--- src/rtl/mac_lane_accumulator.sv ---
// Multi-lane signed fixed-point MAC: per-lane products, lane sum rescaled by FRAC_BITS,
// framed accumulation with saturate/wrap and a sticky overflow flag, one result per frame.
module mac_lane_accumulator #(
    parameter int DATA_W    = 16,
    parameter int ACC_W     = 32,
    parameter int FRAC_BITS = 8,
    parameter int LANES     = 4,
    parameter int SAT_EN    = 1
) (
    input  logic                    clk,
    input  logic                    rst_n,
    input  logic                    in_valid,
    input  logic                    in_first,
    input  logic                    in_last,
    input  logic [LANES-1:0]        lane_en,
    input  logic [LANES*DATA_W-1:0] a,
    input  logic [LANES*DATA_W-1:0] b,
    output logic                    out_valid,
    output logic [ACC_W-1:0]        out_data,
    output logic                    out_sat
);

    localparam int PROD_W  = 2 * DATA_W;
    localparam int SUM_W   = PROD_W + $clog2(LANES);
    localparam int SHIFT_W = SUM_W - FRAC_BITS;
    // Term is at least ACC_W+1 wide; widened further if the rescaled sum could not fit.
    localparam int TERM_W  = (SHIFT_W > ACC_W + 1) ? SHIFT_W : ACC_W + 1;
    localparam int NXT_W   = TERM_W + 1;

    localparam logic signed [ACC_W-1:0] ACC_MAX = {1'b0, {(ACC_W-1){1'b1}}};
    localparam logic signed [ACC_W-1:0] ACC_MIN = {1'b1, {(ACC_W-1){1'b0}}};

    // Stage 1: per-lane products
    logic signed [PROD_W-1:0] prod_next [LANES];
    logic signed [PROD_W-1:0] prod_reg  [LANES];
    logic                     s1_valid_reg, s1_first_reg, s1_last_reg;

    generate
        for (genvar gi = 0; gi < LANES; gi++) begin : g_lane
            logic signed [DATA_W-1:0] a_lane;
            logic signed [DATA_W-1:0] b_lane;
            assign a_lane        = a[gi*DATA_W +: DATA_W];
            assign b_lane        = b[gi*DATA_W +: DATA_W];
            assign prod_next[gi] = lane_en[gi] ? PROD_W'(a_lane) * PROD_W'(b_lane) : '0;
        end
    endgenerate

    always_ff @(posedge clk) begin
        if (!rst_n) begin
            for (int i = 0; i < LANES; i++) prod_reg[i] <= '0;
            s1_valid_reg <= 1'b0;
            s1_first_reg <= 1'b0;
            s1_last_reg  <= 1'b0;
        end else begin
            for (int i = 0; i < LANES; i++) prod_reg[i] <= prod_next[i];
            s1_valid_reg <= in_valid;
            s1_first_reg <= in_valid & in_first;
            s1_last_reg  <= in_valid & in_last;
        end
    end

    // Stage 2: lane sum and Q-format rescale (floor via arithmetic shift)
    logic signed [SUM_W-1:0]  sum_next;
    logic signed [TERM_W-1:0] term_next;
    logic signed [TERM_W-1:0] term_reg;
    logic                     s2_valid_reg, s2_first_reg, s2_last_reg;

    always_comb begin
        sum_next = '0;
        for (int i = 0; i < LANES; i++) sum_next = sum_next + SUM_W'(prod_reg[i]);
        term_next = TERM_W'(sum_next >>> FRAC_BITS);
    end

    always_ff @(posedge clk) begin
        if (!rst_n) begin
            term_reg     <= '0;
            s2_valid_reg <= 1'b0;
            s2_first_reg <= 1'b0;
            s2_last_reg  <= 1'b0;
        end else begin
            term_reg     <= term_next;
            s2_valid_reg <= s1_valid_reg;
            s2_first_reg <= s1_first_reg;
            s2_last_reg  <= s1_last_reg;
        end
    end

    // Stage 3: accumulate with range check
    logic signed [ACC_W-1:0] acc_reg, acc_next;
    logic                    sticky_reg, sticky_next;
    logic                    emit_reg;
    logic signed [NXT_W-1:0] base, nxt;
    logic                    ovf_hi, ovf_lo;

    always_comb begin
        base   = s2_first_reg ? '0 : NXT_W'(acc_reg);
        nxt    = base + NXT_W'(term_reg);
        ovf_hi = nxt > NXT_W'(ACC_MAX);
        ovf_lo = nxt < NXT_W'(ACC_MIN);
        acc_next = nxt[ACC_W-1:0];
        if (SAT_EN != 0) begin
            if (ovf_hi)      acc_next = ACC_MAX;
            else if (ovf_lo) acc_next = ACC_MIN;
        end
        sticky_next = (s2_first_reg ? 1'b0 : sticky_reg) | ovf_hi | ovf_lo;
    end

    always_ff @(posedge clk) begin
        if (!rst_n) begin
            acc_reg    <= '0;
            sticky_reg <= 1'b0;
            emit_reg   <= 1'b0;
        end else begin
            if (s2_valid_reg) begin
                acc_reg    <= acc_next;
                sticky_reg <= sticky_next;
            end
            emit_reg <= s2_valid_reg & s2_last_reg;
        end
    end

    // Output register: pulse on frame end, data/flag held between frames
    logic                out_valid_reg;
    logic [ACC_W-1:0]    out_data_reg;
    logic                out_sat_reg;

    always_ff @(posedge clk) begin
        if (!rst_n) begin
            out_valid_reg <= 1'b0;
            out_data_reg  <= '0;
            out_sat_reg   <= 1'b0;
        end else begin
            out_valid_reg <= emit_reg;
            if (emit_reg) begin
                out_data_reg <= acc_reg;
                out_sat_reg  <= sticky_reg;
            end
        end
    end

    assign out_valid = out_valid_reg;
    assign out_data  = out_data_reg;
    assign out_sat   = out_sat_reg;

endmodule

--- config.mk ---
export PLATFORM = sky130hd
export DESIGN_NAME = mac_lane_accumulator
export DESIGN_NICKNAME = d
export VERILOG_FILES = /design/src/rtl/mac_lane_accumulator.sv
export SDC_FILE = /design/constraint.sdc
export NUM_CORES = 2
export LEC_CHECK = 0
export CORE_MARGIN = 1
export CORE_UTILIZATION = 50
export DETAILED_ROUTE_END_ITERATION = 12
export GPL_TIMING_DRIVEN = 0
export PLACE_DENSITY = 0.67
export SLEW_MARGIN = 20
export SYNTH_ARGS = -nofsm -noshare
export SYNTH_HDL_FRONTEND = slang
export SYNTH_SLANG_ARGS = --single-unit
--- constraint.sdc ---
create_clock -name clk -period 9.05 [get_ports clk]
set_clock_uncertainty 0.2 [all_clocks]
set_input_delay 0.905 -clock clk [delete_from_list [all_inputs] [get_ports clk]]
set_output_delay 0.905 -clock clk [all_outputs]
set_load 0.05 [all_outputs]
==> flow_metrics.env <==
export IMPL_clkLatencyLatePin_ns=0.55
export IMPL_critPathCaptureType="register"
export IMPL_rsz0062_at_grt="false"
export IMPL_final_setup_tns_ns=0
export IMPL_layout_nets=7166
export IMPL_cts_tree="built"
export IMPL_grt_max_degree=16
export IMPL_die_y_um=317.3
export IMPL_cap_violations=0
export IMPL_synth_seq_cells=228
export IMPL_r2r_end="term_reg[25]"
export IMPL_maxSlewViolCount=0
export IMPL_path_cells="clkdlybuf4s50_1 -> clkbuf_1 -> nand2_1 -> fa_1 -> fa_1 -> fa_1 -> fa_1 -> inv_1 -> fa_1 -> fa_1 -> ha_1 -> a21o_1 -> a21o_1 -> a2111oi_0 -> nor3_1 -> a2111oi_0 -> o31a_1 -> nor2_1 -> a2111oi_0 -> nor3_1"
export IMPL_post_dp_hpwl_mm=110.6
export IMPL_hold_end="s2_valid_reg"
export IMPL_min_period_over_period_pct=90.31
export IMPL_hold_class="register to register"
export IMPL_cts_sinks=228
export IMPL_die_w_um=317.3
export IMPL_synth_top_flop_cell="dfxtp_1"
export IMPL_grt_pass1_vias=38510
export IMPL_largest_reg_flops=128
export IMPL_initialDrtViolationCount=2247
export IMPL_clockRootBuffer="clkbuf_16"
export IMPL_timing_fmax_mhz=122.4
export IMPL_synthCells=5331
export IMPL_wl_per_cell_um=18.78
export IMPL_yosysUniqueCellTypes=76
export IMPL_place_congestion=0.9376
export IMPL_synthArstFlopShare_pct=0
export IMPL_io_buffers=169
export IMPL_cpMostUsedCell="fa_1"
export IMPL_critical_path_class="input port to register"
export IMPL_hold_viol_final=0
export IMPL_reg2regPathDepth=12
export IMPL_final_cell_area_um2=53760
export IMPL_start_util_pct=50.52
export IMPL_io_pins=171
export IMPL_ctsHoldBuffers=0
export IMPL_setup_viol=0
export IMPL_via_per_inst=5.320
export IMPL_cts_buffers=23
export IMPL_via_count=36320
export IMPL_hold_start="s1_valid_reg"
export IMPL_drive_gt1_share_pct=1.192
export IMPL_cp_slowest_cell="a2111oi_0"
export IMPL_h_tree_depth=1
export IMPL_rows=115
export IMPL_dr_pass1_iters=5
export IMPL_cts_repair_resized=0
export IMPL_syn_cell_area_um2=49720
export IMPL_final_min_clock_period_ns=8.173
export IMPL_antenna_found_initial=2
export IMPL_arrival_ns=8.34
export IMPL_drtAntennaViolNets=0
export IMPL_status="complete, no violations"
export IMPL_hold_path_depth=1
export IMPL_synth_edf_count=0
export IMPL_start_kind="input port"
export IMPL_yosysWarnings=0
export IMPL_syn_nets=6972
export IMPL_cp_max_fo=10
export IMPL_grt_usage_pct=26.57
export IMPL_clk_pin_slew_ns=0.06
export IMPL_coreArea_um2=98420
export IMPL_clockBufferDepth=3
export IMPL_post_cts_buffers=0
export IMPL_max_slew_worst_pin_slew_ns=0.9350
export IMPL_timing_rr_start="prod_reg[2][6]"
export IMPL_drc=0
export IMPL_syn_avg_cell_area_um2=9.326
export IMPL_syn2layout_area_growth_pct=8.131
export IMPL_die_area_um2=100700
export IMPL_grt_overflow=0
export IMPL_routed_wl_mm=128.2
export IMPL_synth_seq_area_share_pct=9.181
export IMPL_r2r_slack_ns=4.29
export IMPL_grt_pass1_wl_mm=207.4
export IMPL_postPlaceCellArea_um2=53020
export IMPL_slowest_delay_ns=0.77
export IMPL_slew_headroom_pct=37.51
export IMPL_required_ns=9.22
==> Yosys cell counts, types with 6 or more instances <==
cell          n  area share, %
nor3b_1      12           0.18
xnor2_1     103            1.8
a2111oi_0     6           0.11
mux2i_1      39           0.79
inv_1      1150            8.7
a221o_1      28           0.56
and2_1      509            6.4
a21oi_1     133            1.3
a211oi_1     18           0.27
and3_1       40           0.50
xor2_1       63            1.1
o21ai_1       7          0.070
nor2b_1      43           0.54
nor3_1       41           0.41
o211ai_1      9           0.14
or2_2         9           0.11
a21boi_0     13           0.20
a31oi_1      20           0.25
o21a_1       18           0.27
nor2_1      257            1.9
nand2_1     556            4.2
nand4_1      16           0.20
dfxtp_1     228            9.2
fa_1       1113             45
a21o_1       83            1.3
or3_1         9           0.11
ha_1        391            9.8
o21ai_0      70           0.70
clkbuf_1    161            1.2
o31ai_1       9           0.14
nor4_1       13           0.16
o21bai_1     15           0.23
nand3_1      36           0.36
nand2b_1     32           0.40
==> cells in the final DEF (no fill, tap or decap), types with 36 or more instances in the layout <==
| master | count |
|---|---|
| nor2b_1 | 43 |
| nand3_1 | 36 |
| dfxtp_1 | 228 |
| o21ai_0 | 70 |
| xnor2_1 | 103 |
| clkbuf_1 | 164 |
| and2_1 | 509 |
| xor2_1 | 63 |
| nand2_1 | 556 |
| a21oi_1 | 133 |
| nor3_1 | 41 |
| mux2i_1 | 39 |
| and3_1 | 40 |
| fa_1 | 1113 |
| ha_1 | 391 |
| a21o_1 | 83 |
| clkdlybuf4s50_1 | 169 |
| inv_1 | 1150 |
| nor2_1 | 257 |
==> cells by family (layout without fill, tap and decap cells) <==
logic type | count (synthesis) | in the layout | synth area share [%]
mux | 39 | 39 | 0.7852
xor+xnor | 166 | 166 | 2.924
fa+ha+maj | 1504 | 1504 | 54.66
compound gates | 486 | 486 | 6.609
simple gates | 1588 | 1588 | 15.81
other cells | 0 | 1 | 0
buf+inv | 1320 | 1528 | 10.04
flops | 228 | 228 | 9.181
==> worst max-delay path by stage <==
stage | end | slack, ns | start | cells past startpoint
2_1_floorplan | prod_reg[1][28] | 2.12 | a[26] | 19
3_3_place_gp | prod_reg[1][28] | 0.39 | a[25] | 20
3_5_place_dp | prod_reg[1][30] | 0.42 | a[25] | 19
4_1_cts | prod_reg[1][30] | 0.95 | a[24] | 19
5_1_grt | prod_reg[1][30] | 0.52 | a[25] | 19
6_report | prod_reg[1][28] | 0.88 | a[24] | 20
==> layer usage <==
metal,GRT usage (%),routed length (um)
met5,0,23
met4,6.525,3562
met3,3.156,7123
met2,45.26,62540
met1,36.12,54990
==> per-stage QoR <==
| step | util, % | instances | hold WS [ns] | worst slack [ns] |
|---|---|---|---|---|
| after detailed placement | 53.87 | 6787 | 0.2204 | 0.4157 |
| after global routing | 54.62 | 6826 | 0.2499 | 0.5245 |
| after CTS | 54.62 | 6826 | 0.2382 | 0.9472 |
| after floorplan | - | 5331 | 0.2119 | 2.117 |
| after global placement | 53.87 | 6787 | 0.2158 | 0.3938 |
| final | 54.62 | 6827 | 0.2377 | 0.8769 |
==> area by class of cell <==
type | instances | area [um2]
Sequential cell | 228 | 4564
Inverter | 1150 | 4317
Buffer | 170 | 675.6
Timing Repair Buffer | 169 | 1692
Multi-Input combinational cell | 3783 | 40160
Clock inverter | 6 | 63.81
Clock buffer | 33 | 673.1
Antenna cell | 1 | 2.502
Fill cell | 9033 | 44660
Tap cell | 1287 | 1610
==> critical path: cells and delay by family <==
| family | cells | cell delay (ns) |
|---|---|---|
| AO/OA/AOI/OAI | 6 | 2.24 |
| adder cells (fa/ha/maj) | 7 | 3.35 |
| buffers and inverters | 3 | 1.36 |
| AND/OR/NAND/NOR | 4 | 0.48 |
Power is not shown: default switching activity piles up to over one toggle a cycle in this logic, so the estimate is an artifact.
